File: src/rtl/noc_output_port_scheduler_pkg.sv
// Shared types and constants for the NoC output-port VC scheduler.
package noc_output_port_scheduler_pkg;

  localparam int unsigned Noc_VC_Channel = 4;

  typedef enum logic {
    SCHED_IDLE   = 1'b0,
    SCHED_LOCKED = 1'b1
  } e_sched_state;

  // Pointer width that stays legal for a single-channel port.
  function automatic int unsigned ptr_width(input int unsigned n);
    return (n > 1) ? $clog2(n) : 1;
  endfunction

endpackage

File: src/rtl/noc_output_port_scheduler_rr_arbiter.sv
// Combinational rotating-priority picker: first requester at/after ptr, wrapping.
module noc_rr_arbiter
  import noc_output_port_scheduler_pkg::*;
#(
  parameter  int unsigned CHANNELS = Noc_VC_Channel,
  localparam int unsigned PTR_W    = ptr_width(CHANNELS)
) (
  input  logic [CHANNELS-1:0] req,
  input  logic [PTR_W-1:0]    ptr,
  output logic [CHANNELS-1:0] gnt,
  output logic                any
);

  logic [PTR_W-1:0] idx;

  // Walk the channels starting at ptr and grant the first requester found.
  always_comb begin
    gnt = '0;
    any = 1'b0;
    idx = '0;
    for (int unsigned k = 0; k < CHANNELS; k++) begin
      idx = PTR_W'((32'(ptr) + k) % CHANNELS);
      if (!any && req[idx]) begin
        gnt[idx] = 1'b1;
        any      = 1'b1;
      end
    end
  end

endmodule

File: src/rtl/noc_output_port_scheduler.sv
// Per-output-port wormhole VC scheduler with round-robin arbitration and lock watchdog.
module noc_output_port_scheduler
  import noc_output_port_scheduler_pkg::*;
#(
  parameter int unsigned CHANNELS     = Noc_VC_Channel,
  parameter int unsigned LOCK_TIMEOUT = 256
) (
  input  logic                noc_clk,
  input  logic                noc_rst_n,
  input  logic [CHANNELS-1:0] request,
  input  logic [CHANNELS-1:0] free,
  input  logic [CHANNELS-1:0] start_of_packet,
  input  logic [CHANNELS-1:0] end_of_packet,
  input  logic [CHANNELS-1:0] out_vc_ready,
  output logic [CHANNELS-1:0] grant,
  output logic                busy,
  output logic                timeout_err
);

  localparam int unsigned TO_W  = $clog2(LOCK_TIMEOUT + 1);
  localparam int unsigned PTR_W = ptr_width(CHANNELS);

  e_sched_state        state_q, state_d;
  logic [CHANNELS-1:0] grant_q, grant_d;
  logic                busy_q, busy_d;
  logic                timeout_err_q, timeout_err_d;
  logic [PTR_W-1:0]    rr_ptr_q, rr_ptr_d;
  logic [TO_W-1:0]     wd_cnt_q, wd_cnt_d;

  logic [CHANNELS-1:0] eligible_c;
  logic [CHANNELS-1:0] arb_req_c;
  logic [CHANNELS-1:0] arb_gnt_c;
  logic                arb_any_c;
  logic [PTR_W-1:0]    arb_ptr_c;
  logic [PTR_W-1:0]    owner_c;
  logic [PTR_W-1:0]    owner_next_c;
  logic                owner_eop_c;
  logic                owner_xfer_c;

  // Owner index decode and the arbiter inputs; the current owner is masked on release.
  always_comb begin
    owner_c = '0;
    for (int unsigned i = 0; i < CHANNELS; i++) begin
      if (grant_q[i]) owner_c = PTR_W'(i);
    end
    owner_next_c = (32'(owner_c) == CHANNELS - 1) ? '0 : owner_c + PTR_W'(1);
    owner_eop_c  = |(end_of_packet & grant_q);
    owner_xfer_c = |(request & free & grant_q);
    eligible_c   = start_of_packet & request & out_vc_ready;
    arb_req_c    = eligible_c & ~grant_q;
    arb_ptr_c    = (state_q == SCHED_LOCKED) ? owner_next_c : rr_ptr_q;
  end

  noc_rr_arbiter #(
    .CHANNELS (CHANNELS)
  ) u_arb (
    .req (arb_req_c),
    .ptr (arb_ptr_c),
    .gnt (arb_gnt_c),
    .any (arb_any_c)
  );

  // Next-state: header arbitration, wormhole hold, tail hand-off and watchdog.
  always_comb begin
    state_d       = state_q;
    grant_d       = grant_q;
    busy_d        = busy_q;
    rr_ptr_d      = rr_ptr_q;
    wd_cnt_d      = wd_cnt_q;
    timeout_err_d = timeout_err_q;
    case (state_q)
      SCHED_IDLE: begin
        wd_cnt_d = '0;
        if (arb_any_c) begin
          grant_d = arb_gnt_c;
          busy_d  = 1'b1;
          state_d = SCHED_LOCKED;
        end else begin
          grant_d = '0;
          busy_d  = 1'b0;
        end
      end
      SCHED_LOCKED: begin
        if (owner_eop_c) begin
          rr_ptr_d = owner_next_c;
          wd_cnt_d = '0;
          if (arb_any_c) begin
            grant_d = arb_gnt_c;
          end else begin
            grant_d = '0;
            busy_d  = 1'b0;
            state_d = SCHED_IDLE;
          end
        end else if (owner_xfer_c) begin
          wd_cnt_d = '0;
        end else if (wd_cnt_q != TO_W'(LOCK_TIMEOUT)) begin
          wd_cnt_d = wd_cnt_q + TO_W'(1);
          if (wd_cnt_q == TO_W'(LOCK_TIMEOUT - 1)) timeout_err_d = 1'b1;
        end
      end
      default: begin
        state_d = SCHED_IDLE;
        grant_d = '0;
        busy_d  = 1'b0;
      end
    endcase
  end

  // State and output registers; reset drops any held lock.
  always_ff @(posedge noc_clk or negedge noc_rst_n) begin
    if (!noc_rst_n) begin
      state_q       <= SCHED_IDLE;
      grant_q       <= '0;
      busy_q        <= 1'b0;
      timeout_err_q <= 1'b0;
      rr_ptr_q      <= '0;
      wd_cnt_q      <= '0;
    end else begin
      state_q       <= state_d;
      grant_q       <= grant_d;
      busy_q        <= busy_d;
      timeout_err_q <= timeout_err_d;
      rr_ptr_q      <= rr_ptr_d;
      wd_cnt_q      <= wd_cnt_d;
    end
  end

  assign grant       = grant_q;
  assign busy        = busy_q;
  assign timeout_err = timeout_err_q;

endmodule

File: config.mk
export PLATFORM = sky130hd
export DESIGN_NAME = noc_output_port_scheduler
export DESIGN_NICKNAME = d
export VERILOG_FILES = /design/src/rtl/noc_output_port_scheduler_pkg.sv /design/src/rtl/noc_output_port_scheduler_rr_arbiter.sv /design/src/rtl/noc_output_port_scheduler.sv
export SDC_FILE = /design/constraint.sdc
export NUM_CORES = 1
export LEC_CHECK = 0
export CORE_MARGIN = 4
export CORE_UTILIZATION = 54
export CTS_CLUSTER_DIAMETER = 80
export DETAILED_ROUTE_END_ITERATION = 10
export GPL_TIMING_DRIVEN = 0
export PLACE_DENSITY_LB_ADDON = 0.12
export SETUP_SLACK_MARGIN = 0.02
export SYNTH_ARGS = -nofsm -noshare
export SYNTH_HDL_FRONTEND = slang
export SYNTH_SLANG_ARGS = --single-unit
File: constraint.sdc
create_clock -name noc_clk -period 4.2 [get_ports noc_clk]
set_input_delay 1.05 -clock noc_clk [delete_from_list [all_inputs] [get_ports noc_clk]]
set_output_delay 1.05 -clock noc_clk [all_outputs]
set_load 0.02 [all_outputs]
# == After elaboration in Yosys (flattened, before gate mapping) ==
# Index checks and enable logic that the tools add are counted.
# op_classes
order_cmp,8
addsub,5
bitwise,13
eq_ne,6
n_mux,42
n_reduce_logical,15
# op_table
operator,n
two-way mux 9 bit,3
AND 4 bit,6
two-way mux 4 bit,6
one-hot mux 9 bit (2 select lines),1
two-way mux 1 bit,17
"< comparator 2 x 3 -> 1 bit, second input constant",4
bitwise OR 4 bit,3
"adder 9 x 1 -> 9 bit, second input constant",1
"equality test 9 x 8 -> 1 bit, second input constant",1
"inequality test 9 bit, second input constant",1
binary-select mux 1 bit (select 2 bit),4
demux 1 bit (select 2 bit),4
"greater-or-equal comparator 2 x 1 -> 1 bit, second input constant",4
two-way mux 2 bit,4
one-hot mux 4 bit (2 select lines),1
OR reduction 4 bit,2
logical AND 1 bit,7
AND reduction 5 bit,1
"adder 2 x 1 -> 2 bit, second input constant",2
"adder 2 bit, second input constant",2
"inequality test 4 x 1 -> 1 bit, second input constant",1
NOT 4 bit,1
one-hot mux 1 bit (2 select lines),2
AND reduction 2 bit,2
other kinds (5),9
# word_totals
in_bits,22
regBits,18
elab_cells,95
out_inout_bits,6

# == Depth between registers and ports, before layout ==
# Gate-level depths: netlist of run 1.
# logic_depth
word_depth,21
depth_mapped,8
ltp_nobuf,8

# == Modules after synthesis ==
# From an unflattened synthesis of run 1, not the netlist that was laid out.
# hier_totals
hier_cells,153
area_unflattened_um2,1468.9
# modules_own_cells
mod,seq_area_each_um2,instances,area_each_um2,cells_each
noc_output_port_scheduler,450.4,1,974.7,91
noc_rr_arbiter,0.0,1,494.2,62

# == Worst setup path after synthesis of run 1 ==
# No wires, ideal clock.
# synth_path
path_type,input port to flip-flop
from,input port end_of_packet[2]
to,register grant_q[0] (netlist: grant[0])
n_path_buf,0
path_slack_ps,1879
required_time_ps,4074
setup_ps,126
t_arrival_ps,2195
stages,5
cell_sequence,a22o_2 -> nor3_2 -> nor2_1 -> a21boi_2 -> a221o_1
# synth_via
elab_chain_len,3
# synth_rtl
item,line_no,text
from (decl),noc_output_port_scheduler.sv:13,"input logic [CHANNELS-1:0] end_of_packet,"
AND 4 bit,noc_output_port_scheduler.sv:47,owner_eop_c = |(end_of_packet & grant_q);
OR reduction 4 bit,noc_output_port_scheduler.sv:47,
inequality test 2 x 1 -> 1 bit (no line),-,
to (signal assigned),noc_output_port_scheduler.sv:120,grant_q <= grant_d;
to (decl),noc_output_port_scheduler.sv:24,"logic [CHANNELS-1:0] grant_q, grant_d;"
# Every way passes these cells.
# A chain may end at the register's enable or synchronous reset.

# == Final worst setup path of run 1 ==
# layout_path
from,input port request[2]
to,register grant_q[1] (netlist: grant[1])
# layout_via
elab_chain_len,18
word_cells_on_any_way,31
cone_classes,mux (19); bitwise (6); reduce/logical (6)
# layout_rtl
item,line_no,text
from (decl),noc_output_port_scheduler.sv:10,"input logic [CHANNELS-1:0] request,"
AND 4 bit * (2 in a row),noc_output_port_scheduler.sv:49,eligible_c = start_of_packet & request & out_vc_ready;
AND 4 bit *,noc_output_port_scheduler.sv:50,arb_req_c = eligible_c & ~grant_q;
binary-select mux 1 bit (select 2 bit),noc_output_port_scheduler_rr_arbiter.sv:23,if (!any && req[idx]) begin
two-way mux 1 bit (not written as such),noc_output_port_scheduler_rr_arbiter.sv:23,
two-way mux 1 bit,noc_output_port_scheduler_rr_arbiter.sv:23,
logical NOT 1 bit,noc_output_port_scheduler_rr_arbiter.sv:23,
logical AND 1 bit,noc_output_port_scheduler_rr_arbiter.sv:23,
two-way mux 1 bit,noc_output_port_scheduler_rr_arbiter.sv:23,
logical NOT 1 bit,noc_output_port_scheduler_rr_arbiter.sv:23,
logical AND 1 bit,noc_output_port_scheduler_rr_arbiter.sv:23,
two-way mux 1 bit,noc_output_port_scheduler_rr_arbiter.sv:23,
logical NOT 1 bit,noc_output_port_scheduler_rr_arbiter.sv:23,
logical AND 1 bit,noc_output_port_scheduler_rr_arbiter.sv:23,
two-way mux 4 bit or two-way mux 1 bit (tied branches),noc_output_port_scheduler_rr_arbiter.sv:23,
two-way mux 4 bit *,"noc_output_port_scheduler.sv:74, noc_output_port_scheduler.sv:87",
two-way mux 4 bit,noc_output_port_scheduler.sv:84,if (owner_eop_c) begin
one-hot mux 4 bit (2 select lines) *,noc_output_port_scheduler.sv:71,case (state_q)
# Every way passes the cells marked *; elsewhere a longest branch is shown, timed or not. The select of a mux whose other input is x is not followed.

==> impl_results.md, run 1 <==
- First DRT Iteration DRCs: 46
- Multiplexer share of the synthesized area: 0.0811
- Setup TNS: 0 ns
- Initial core utilization: 0.583
- Pwr Total: 0.319 mW
- Synth Area in Adders: 0.104
- Synth Warn #: 0
- Worst endpoint data arrival time: 2.96 ns
- Pwr dens: 191 nW/um2
- Vias in the first global route: 1204
- Die Ht: 57.6 um
- Area Growth Syn to Fin: 25.7%
- Largest net degree at the start of global routing: 19
- Register area share after synthesis: 0.339
- EDFF count, synth: 0
- N_diodes: 0
- Register bit count reported by yosys: 18
- Synthesized net count: 170
- Netlist Area Pre-Place: 1330 um2
- Nets: 202
- Initial antenna violation count: 0
- Residual DRC: 0
- First-pass GRT wire length: 5510 um
- Max-slew violations: 0
- Grt ovf: 0
- Peak VDD IR: 0.182 mV
- Critical-path maximum fanout: 5
- Post-Synth Simple-Gate Area: 0.245
- Largest cells by area after synthesis: dfrtp_1, ha_1, nor2_1, mux2_2, a221o_1
- Worst-path clk slew: 0.10 ns
- Synth Area per Inst: 9.69 um2
- Placed wire-length estimate: 2530 um
- Worst reg2reg endpoint: grant[2]
- Largest family of logic cells by synthesized area: simple AND/OR/NAND/NOR gates
- RD Place Congestion: 0.879
- Final WL: 3280 um
- CTS tree: done
- Via density: 6.17
- Least-Margin Pin Slew: 0.822 ns
- Wirelength per Cell: 16.7 um
- Post-Route Skew: 0.000698 ns
- Die area: 3320 um2
- Worst EP required: 4.39 ns
- Startpoint Class: primary input
- Clk_lat worst skew: 0.30 ns
- Site Rows: 17
- Hold_buf cts: 0
- Critical path start-end classification: primary input to flop
- Unrepaired setup endpoints after global routing: false
- Post-Synth XOR/XNOR Area: 0.0396
- Vias post-DR: 1210
- Worst r2r path cells: 8
- Setup slack, reg-to-reg: 1.57 ns
- Post-synth top area cell: dfrtp_1
- Final Setup Violations: 0
- Layout cell share with drive strength beyond 1: 0.113
- Pleak: 0.712 nW
- Compound-Gate Fraction of Synth Area: 0.174
- Period utilization: 0.659
- Relative slew slack: 0.450
- I/O Pins: 28
- Root Driver: clkbuf_4
- I/O Buffers: 27
- Post-CTS Setup Repair Bufs: 0
- Gate Count Post-Synth: 137
- Max Buffers Root-to-Sink: 2
- Unique masters post-synth: 36
- PostCTS Resize Cnt: 0
- CP endpoint: grant[1]
- Cts bufs inserted: 3
- DIE WIDTH: 57.6 um
- Post-route ant nets: 0
- Ys async rst share: 1.00
- Fill count: 175
- Total global routing track utilization: 0.210
- H-tree depth: 1
- Yosys top cell area share: 0.339
- Prevailing post-synth register cell: dfrtp_1
- Pre-antenna DRT Iters: 4
- Worst setup path startpoint: request[2]
- MaxCap Viol Count: 0
- Crit Reg-Reg Startpoint: grant[2]
- Critical Path End Type: flop
- Final Hold Fails: 0
- Min-Delay Path Class: flop to flop
- Clock Sinks: 18
- Crit path time final: 2.77 ns
- Core ar.: 2280 um2
- Status: complete, no violations
- Fmax: 361 MHz
## area by class of cell
class / count / area (um2) / share of cell area
Timing Repair Buffer: 27 / 270 / 0.162
Sequential cell: 18 / 450 / 0.270
Clock buffer: 4 / 36.3 / 0.0217
Inverter: 6 / 22.5 / 0.0135
Tap cell: 28 / 35.0 / 0.0210
Multi-Input combinational cell: 113 / 855 / 0.512
## cell usage after synthesis (5+ instances only)
library cell / instances
nand2_1: 7
ha_1: 11
nor2_1: 17
nor3_1: 5
nand4_1: 6
a31oi_1: 5
dfrtp_1: 18
inv_1: 5
o21ai_0: 6
## cells in the final DEF (no fill, tap or decap), types with 2 or more instances in the layout
cell type and instances:
a22o_2 2, and4b_1 3, nor4_1 2, nand2_1 7, mux2i_1 4, o21ai_1 4
nand4b_1 4, nand4_1 6, inv_1 5, a31oi_1 5, and3_1 4, xnor2_1 4
dfrtp_1 18, a21oi_1 2, xor2_1 2, clkbuf_4 3, nor3_1 5, o21ai_0 6
clkdlybuf4s50_1 27, nand3_1 4, ha_1 11, mux2_2 4, nor2_1 17, a221o_1 4
## worst min-delay path by stage
stage | cells past startpoint | endpoint | slack (ns) | from
finish | 1 | busy | 0.50 | busy
global route | 1 | busy | 0.53 | busy
CTS | 1 | busy | 0.50 | busy
detailed placement | 1 | busy | 0.48 | busy
global placement | 1 | timeout_err | 0.46 | timeout_err
floorplan | 1 | rr_ptr_q[1] | 0.48 | rr_ptr_q[1]
## per-layer routing
metal | up-vias | global-route usage | share of wire
met2 | 42 | 0.376 | 0.53
met4 | 0 | 0.0762 | 0.021
li1 | 586 | - | -
met1 | 573 | 0.254 | 0.41
met3 | 9 | 0.0294 | 0.040
met5 | - | 0 | 0
## per-stage QoR
stage / instance area (um2) / util / std cells / hold slack, ns / worst slack [ns]
after floorplan: 1330 / - / 137 / 0.479 / 1.88
after global placement: 1630 / 0.717 / 192 / 0.461 / 1.18
after detailed placement: 1630 / 0.717 / 192 / 0.479 / 1.16
after CTS: 1670 / 0.733 / 196 / 0.503 / 1.47
after global routing: 1670 / 0.733 / 196 / 0.526 / 1.30
final: 1670 / 0.733 / 196 / 0.497 / 1.43
## cells by family (layout without fill, tap and decap cells)
family                   after synthesis  after routing
AO/OA/AOI/OAI                         30             30
XOR/XNOR                               6              6
adder cells (fa/ha/maj)               11             11
buffers and inverters                  6             37
flip-flops                            18             18
multiplexers                           9              9
AND/OR/NAND/NOR                       57             57
## worst max-delay path, cell delays in order
cell	delay (ns)
clkdlybuf4s50_1	0.46
and4b_1	0.27
nor4_1	0.49
nor2_1	0.17
a21boi_2	0.22
a221o_1	0.31
## report_power, final
group / leakage (nW) / switching [mW] / internal (mW)
registers: 0.231 / 0 / 0.173
logic: 0.459 / 0.0154 / 0.0216
clock network: 0.0210 / 0.0562 / 0.0529
total: 0.712 / 0.0717 / 0.248
## flip-flops by register name, indices dropped and copies added, names as in the netlist
signal and cells:
timeout_err 1, rr_ptr_q 2, wd_cnt_q 9, busy 1, state_q 1, grant 4
(Power assumes the default switching activity.)
==> run 2: changes to the inputs <==
- CORE_UTILIZATION: 54 -> 46
- clock period: 4.2 -> 2.2 ns (I/O delays scaled with it)
==> run 2 against run 1 <==
Compared with the run above: clock power rose by 83%; largest power group unchanged; worst setup slack got worse by 1.4 ns; cell area rose by 9.4%.
==> impl_results.md, run 2 (synthesis gave the netlist of run 1 again) <==
- Root Driver: clkbuf_4 (unchanged)
- Grt ovf: 0 (unchanged)
- Max-slew violations: 0 (unchanged)
- Fill count: 230 (was 175)
- Setup slack, reg-to-reg: 0.01 ns (was 1.57 ns)
- Unrepaired setup endpoints after global routing: true (was false)
- Critical path start-end classification: flop to flop (was primary input to flop)
- Layout cell share with drive strength beyond 1: 0.220 (was 0.113)
- N_diodes: 0 (unchanged)
- RD Place Congestion: 0.855 (was 0.879)
- Critical Path End Type: flop (unchanged)
- Pre-antenna DRT Iters: 4 (unchanged)
- Initial core utilization: 0.481 (was 0.583)
- Die area: 3810 um2 (was 3320 um2)
- Pleak: 0.776 nW (was 0.712 nW)
- Residual DRC: 0 (unchanged)
- Vias in the first global route: 1198 (was 1204)
- Peak VDD IR: 0.378 mV (was 0.182 mV)
- Final Hold Fails: 0 (unchanged)
- H-tree depth: 1 (unchanged)
- Pwr dens: 329 nW/um2 (was 191 nW/um2)
- Largest Register: wd_cnt_q (unchanged)
- Initial antenna violation count: 0 (unchanged)
- Status: complete, no violations (unchanged)
- Die Ht: 61.7 um (was 57.6 um)
- Worst EP required: 2.38 ns (was 4.39 ns)
- Period utilization: 0.996
- I/O Pins: 28 (unchanged)
- Placed wire-length estimate: 2500 um (was 2530 um)
- WP buf/inv: 0 (was 1)
- Total global routing track utilization: 0.188 (was 0.210)
- Post-Route Skew: 0.00231 ns (was 0.000698 ns)
- Area Growth Syn to Fin: 37.5% (was 25.7%)
- CP max stage delay: 0.46 ns (was 0.49 ns)
- Cts bufs inserted: 3 (unchanged)
- Site Rows: 19 (was 17)
- Min-Delay Path Class: flop to flop (unchanged)
- Critical-path maximum fanout: 7 (was 5)
- Clk_lat worst skew: 0.28 ns (was 0.30 ns)
- Via density: 5.93 (was 6.17)
- Nets: 216 (was 202)
- Largest net degree at the start of global routing: 19 (unchanged)
- Final Setup Violations: 0 (unchanged)
- Final WL: 3430 um (was 3280 um)
- Crit path cell chain: o21ba_2 -> mux2i_4 -> ha_4 -> nor2_1 -> mux2_2 -> o21ai_0 -> a31oi_1 -> a221o_1 (was clkdlybuf4s50_1 -> and4b_1 -> nor4_1 -> nor2_1 -> a21boi_2 -> a221o_1)
- First DRT Iteration DRCs: 62 (was 46)
- I/O Buffers: 27 (unchanged)
- MaxCap Viol Count: 0 (unchanged)
- First-pass GRT wire length: 5290 um (was 5510 um)
- Most frequent cells in the layout: clkdlybuf4s50_1, nor2_1, dfrtp_1, buf_4, ha_1 (was clkdlybuf4s50_1, dfrtp_1, nor2_1, ha_1, nand2_1)
- Crit path time final: 2.19 ns
- Least-Margin Pin Slew: 0.775 ns (was 0.822 ns)
- Worst-path clk slew: 0.10 ns (about the same)
- Most common cell after layout, fill and taps aside: clkdlybuf4s50_1 (unchanged)
- Area after DPL: 1660 um2 (was 1630 um2)
- Fmax: 457 MHz
- CTS tree: done (unchanged)
- Core ar.: 2760 um2 (was 2280 um2)
- Crit path max-delay cell type: dfrtp_2 (was nor4_1)
- Largest delay share family, worst path: compound AO/OA/AOI/OAI gates (was simple AND/OR/NAND/NOR gates)
- Max Buffers Root-to-Sink: 2 (unchanged)
- Wirelength per Cell: 16.1 um (was 16.7 um)
- Pwr Total: 0.601 mW (was 0.319 mW)
- Fin cells: 213 (was 196)
- Startpoint Class: flop (was primary input)
- Relative slew slack: 0.482 (was 0.450)
- DIE WIDTH: 61.7 um (was 57.6 um)
- Post-route ant nets: 0 (unchanged)
- Largest register FFs: 9 (unchanged)
- Core Util, Final: 0.662 (was 0.733)
- Worst endpoint data arrival time: 2.37 ns (was 2.96 ns)
- Post-Layout Inst Area: 1830 um2 (was 1670 um2)
- Clock Sinks: 18 (unchanged)
- Vias post-DR: 1264 (was 1210)
- Placed insts: 195 (was 192)
run 2: cell count changes in the layout (fill, tap and decap cells not counted), sizes merged:
cell  previous run  this run
buf              0        14
run 2: timing repair:
| action | in CTS | in global routing |
|---|---|---|
| endpoints found under the hold margin | 0 | 0 |
| endpoints found under the setup margin | 4 | 14 |
| hold buffers | 0 | 0 |
| gates resized for setup | 4 | 3 |
| pin swaps | 1 | 3 |
| cloned | 0 | 0 |
| setup buffers | 6 | 8 |
run 2: layer usage:
layer	up-vias	global-route usage	wire length, um
li1	615	-	-
met1	609	0.205	1360
met2	38	0.354	1900
met3	2	0.0372	145
met4	0	0.0697	27
met5	-	0	0
run 2: final timing paths:
kind,start,end,depth (start not counted)
worst max-delay path,grant[3],grant[2],8
max in group asynchronous,noc_rst_n,grant[3],1
worst max register to register,grant[3],grant[2],8
worst min-delay path,timeout_err,timeout_err,1
min in group asynchronous,noc_rst_n,timeout_err,1
worst min register to register,timeout_err,timeout_err,1
run 2: per-stage QoR:
| stage | hold slack, ns | worst slack (ns) | setup TNS (ns) |
|---|---|---|---|
| final | 0.483 | 0.00970 | 0 |
| after global routing | 0.509 | -0.0135 | -0.0403 |
| after CTS | 0.488 | 0.0252 | 0 |
| after detailed placement | 0.461 | -0.329 | -3.50 |
| after global placement | 0.460 | -0.326 | -3.07 |
| after floorplan | 0.254 | 0.0227 | 0 |
run 2: layout make-up:
type	instances	area, um2	share of cell area
clock buffers	4	36.3	0.0199
inverters	6	22.5	0.0123
multi-input cells	113	897	0.491
flip-flops and latches	18	455	0.249
well taps	31	38.8	0.0212
repair buffers	41	375	0.206
run 2: power by group:
group          internal (mW)  switching [mW]  total, mW
Sequential             0.331               0      0.331
Clock                  0.101          0.0982      0.199
Combinational         0.0419          0.0299     0.0718
Total                  0.473           0.128      0.601
run 2: worst register-to-register path, stage by stage, from the launching register on:
cell	delay [ns]
dfrtp_2	0.46
o21ba_2	0.28
mux2i_4	0.09
ha_4	0.31
nor2_1	0.06
mux2_2	0.31
o21ai_0	0.21
a31oi_1	0.12
a221o_1	0.26
==> run 3: changes to the inputs <==
- CORE_MARGIN: 4 -> 1
==> run 3 against run 2 <==
Compared with the run above: worst setup slack improved by 0.0019 ns; register-to-register slack improved by 0.04 ns; maximum frequency hardly changed; via count is 0.24% higher; cell area is 0.62% lower; combinational power rose by 3.5%; critical path type is now primary input to flop; critical endpoint is now grant[3].
==> impl_results.md, run 3 (synthesis gave the netlist of run 1 again) <==
- RD Place Congestion: 0.887 (was 0.855)
- Via density: 6.03 (was 5.93)
- Worst-path clk slew: 0.10 ns (about the same)
- Max Buffers Root-to-Sink: 2 (unchanged)
- Fmax: 457 MHz (about the same)
- Root Driver: clkbuf_4 (unchanged)
- Unrepaired setup endpoints after global routing: true (unchanged)
- Hold WS: 0.499 ns (was 0.483 ns)
- H-tree depth: 1 (unchanged)
- CP max stage delay: 0.60 ns (was 0.46 ns)
- First-pass GRT wire length: 5630 um (was 5290 um)
- Core ar.: 2730 um2 (was 2760 um2)
- N_diodes: 0 (unchanged)
- Die Ht: 55.7 um (was 61.7 um)
- Startpoint Class: primary input (was flop)
- Critical-path maximum fanout: 8 (was 7)
- Post-Route Skew: 0.00547 ns (was 0.00231 ns)
- Initial core utilization: 0.486 (was 0.481)
- Largest Register: wd_cnt_q (unchanged)
- Fin cells: 210 (was 213)
- Most common cell after layout, fill and taps aside: clkdlybuf4s50_1 (unchanged)
- Total global routing track utilization: 0.230 (was 0.188)
- Area Growth Syn to Fin: 36.7% (was 37.5%)
- Pwr dens: 308 nW/um2 (was 329 nW/um2)
- Die area: 3100 um2 (was 3810 um2)
- Setup TNS: 0 ns (unchanged)
- CTS tree: done (unchanged)
- Pleak: 0.762 nW (was 0.776 nW)
- Final WL: 3490 um (was 3430 um)
- Worst EP required: 2.37 ns (was 2.38 ns)
- MaxCap Viol Count: 0 (unchanged)
- Clock Sinks: 18 (unchanged)
- Most frequent cells in the layout: clkdlybuf4s50_1, nor2_1, dfrtp_1, buf_4, ha_1 (unchanged)
- Storage cell area: 455 um2 (unchanged)
- Placed insts: 195 (unchanged)
- I/O Buffers: 27 (unchanged)
- Peak VDD IR: 0.306 mV (was 0.378 mV)
- Min-Delay Path Class: flop to flop (unchanged)
- Final Setup Violations: 0 (unchanged)
- Status: complete, no violations (unchanged)
- Clk_lat worst skew: 0.28 ns (about the same)
- Pre-antenna DRT Iters: 4 (unchanged)
- Worst endpoint data arrival time: 2.35 ns (was 2.37 ns)
- WP buf/inv: 1 (was 0)
- Period utilization: 0.995 (was 0.996)
- I/O Pins: 28 (unchanged)
- Pwr Total: 0.559 mW (was 0.601 mW)
- Relative slew slack: 0.462 (was 0.482)
- Max-slew violations: 0 (unchanged)
- Largest net degree at the start of global routing: 19 (unchanged)
- Least-Margin Pin Slew: 0.805 ns (was 0.775 ns)
- Vias post-DR: 1267 (was 1264)
- First DRT Iteration DRCs: 42 (was 62)
- Area occupied by multi-input gates: 911 um2 (was 897 um2)
- Crit path cell chain: clkdlybuf4s50_1 -> nand4b_1 -> mux4_2 -> o21ai_1 -> a31oi_1 -> a221o_1 (was o21ba_2 -> mux2i_4 -> ha_4 -> nor2_1 -> mux2_2 -> o21ai_0 -> a31oi_1 -> a221o_1)
- Grt ovf: 0 (unchanged)
- Critical Path End Type: flop (unchanged)
- Nets: 214 (was 216)
- Cts bufs inserted: 3 (unchanged)
- Crit path max-delay cell type: mux4_2 (was dfrtp_2)
- Site Rows: 19 (unchanged)
- Vias in the first global route: 1158 (was 1198)
- Layout cell share with drive strength beyond 1: 0.212 (was 0.220)
- Final Hold Fails: 0 (unchanged)
- Hold_buf cts: 0 (unchanged)
- Critical path start-end classification: primary input to flop (was flop to flop)
- Initial antenna violation count: 0 (unchanged)
- Residual DRC: 0 (unchanged)
- Fill count: 233 (was 230)
- Largest register FFs: 9 (unchanged)
- Crit path time final: 2.19 ns (about the same)
- Largest delay share family, worst path: multiplexers (was compound AO/OA/AOI/OAI gates)
- Wirelength per Cell: 16.6 um (was 16.1 um)
- Post-route ant nets: 0 (unchanged)
- DIE WIDTH: 55.7 um (was 61.7 um)
- Placed wire-length estimate: 2580 um (was 2500 um)
## run 3: changes by cell type in the layout (fill, tap and decap cells not counted), sizes merged
cell / previous run / this run
buf: 14 / 12
clkbuf: 4 / 3
## run 3: layout make-up
| class | count | share of cell area |
|---|---|---|
| multi-input cells | 113 | 0.502 |
| flip-flops and latches | 18 | 0.251 |
| repair buffers | 39 | 0.201 |
| well taps | 31 | 0.0214 |
| clock buffers | 3 | 0.0124 |
| inverters | 6 | 0.0124 |
## run 3: power by group
group          internal (mW)  switching (mW)
sequential             0.331               0
clock                 0.0635          0.0909
combinational         0.0443          0.0300
total                  0.438           0.121
## run 3: worst paths after layout
path                            cells past startpoint          end  slack [ns]         from
worst max-delay path                                6     grant[3]        0.01   request[1]
worst min-delay path                                1  timeout_err        0.50  timeout_err
worst max register to register                      8     grant[0]        0.05     grant[2]
worst min register to register                      1  timeout_err        0.50  timeout_err
max in group asynchronous                           1     grant[1]        0.92    noc_rst_n
min in group asynchronous                           1  wd_cnt_q[2]        0.73    noc_rst_n
## run 3: per-layer routing
metal,vias up,share of wire,global-route usage
met1,627,0.46,0.314
met4,0,0.014,0.0929
met3,4,0.024,0.0302
li1,606,-,-
met2,30,0.50,0.368
met5,-,0,0
## run 3: what timing repair did
item | 4_1_cts | 5_1_grt
hold endpoints to repair | 0 | 0
setup endpoints to repair | 4 | 12
gates resized for setup | 3 | 10
cloned | 0 | 0
pin swaps | 1 | 5
buffers inserted | 9 | 3
## run 3: stage by stage
| stage | utilization | setup slack [ns] | instance area, um2 |
|---|---|---|---|
| 6_report | 0.664 | 0.0116 | 1810 |
| 5_1_grt | 0.664 | -0.0251 | 1810 |
| 4_1_cts | 0.644 | 0.0421 | 1760 |
| 2_1_floorplan | - | 0.0227 | 1350 |
| 3_5_place_dp | 0.607 | -0.271 | 1660 |
| 3_3_place_gp | 0.607 | -0.256 | 1660 |
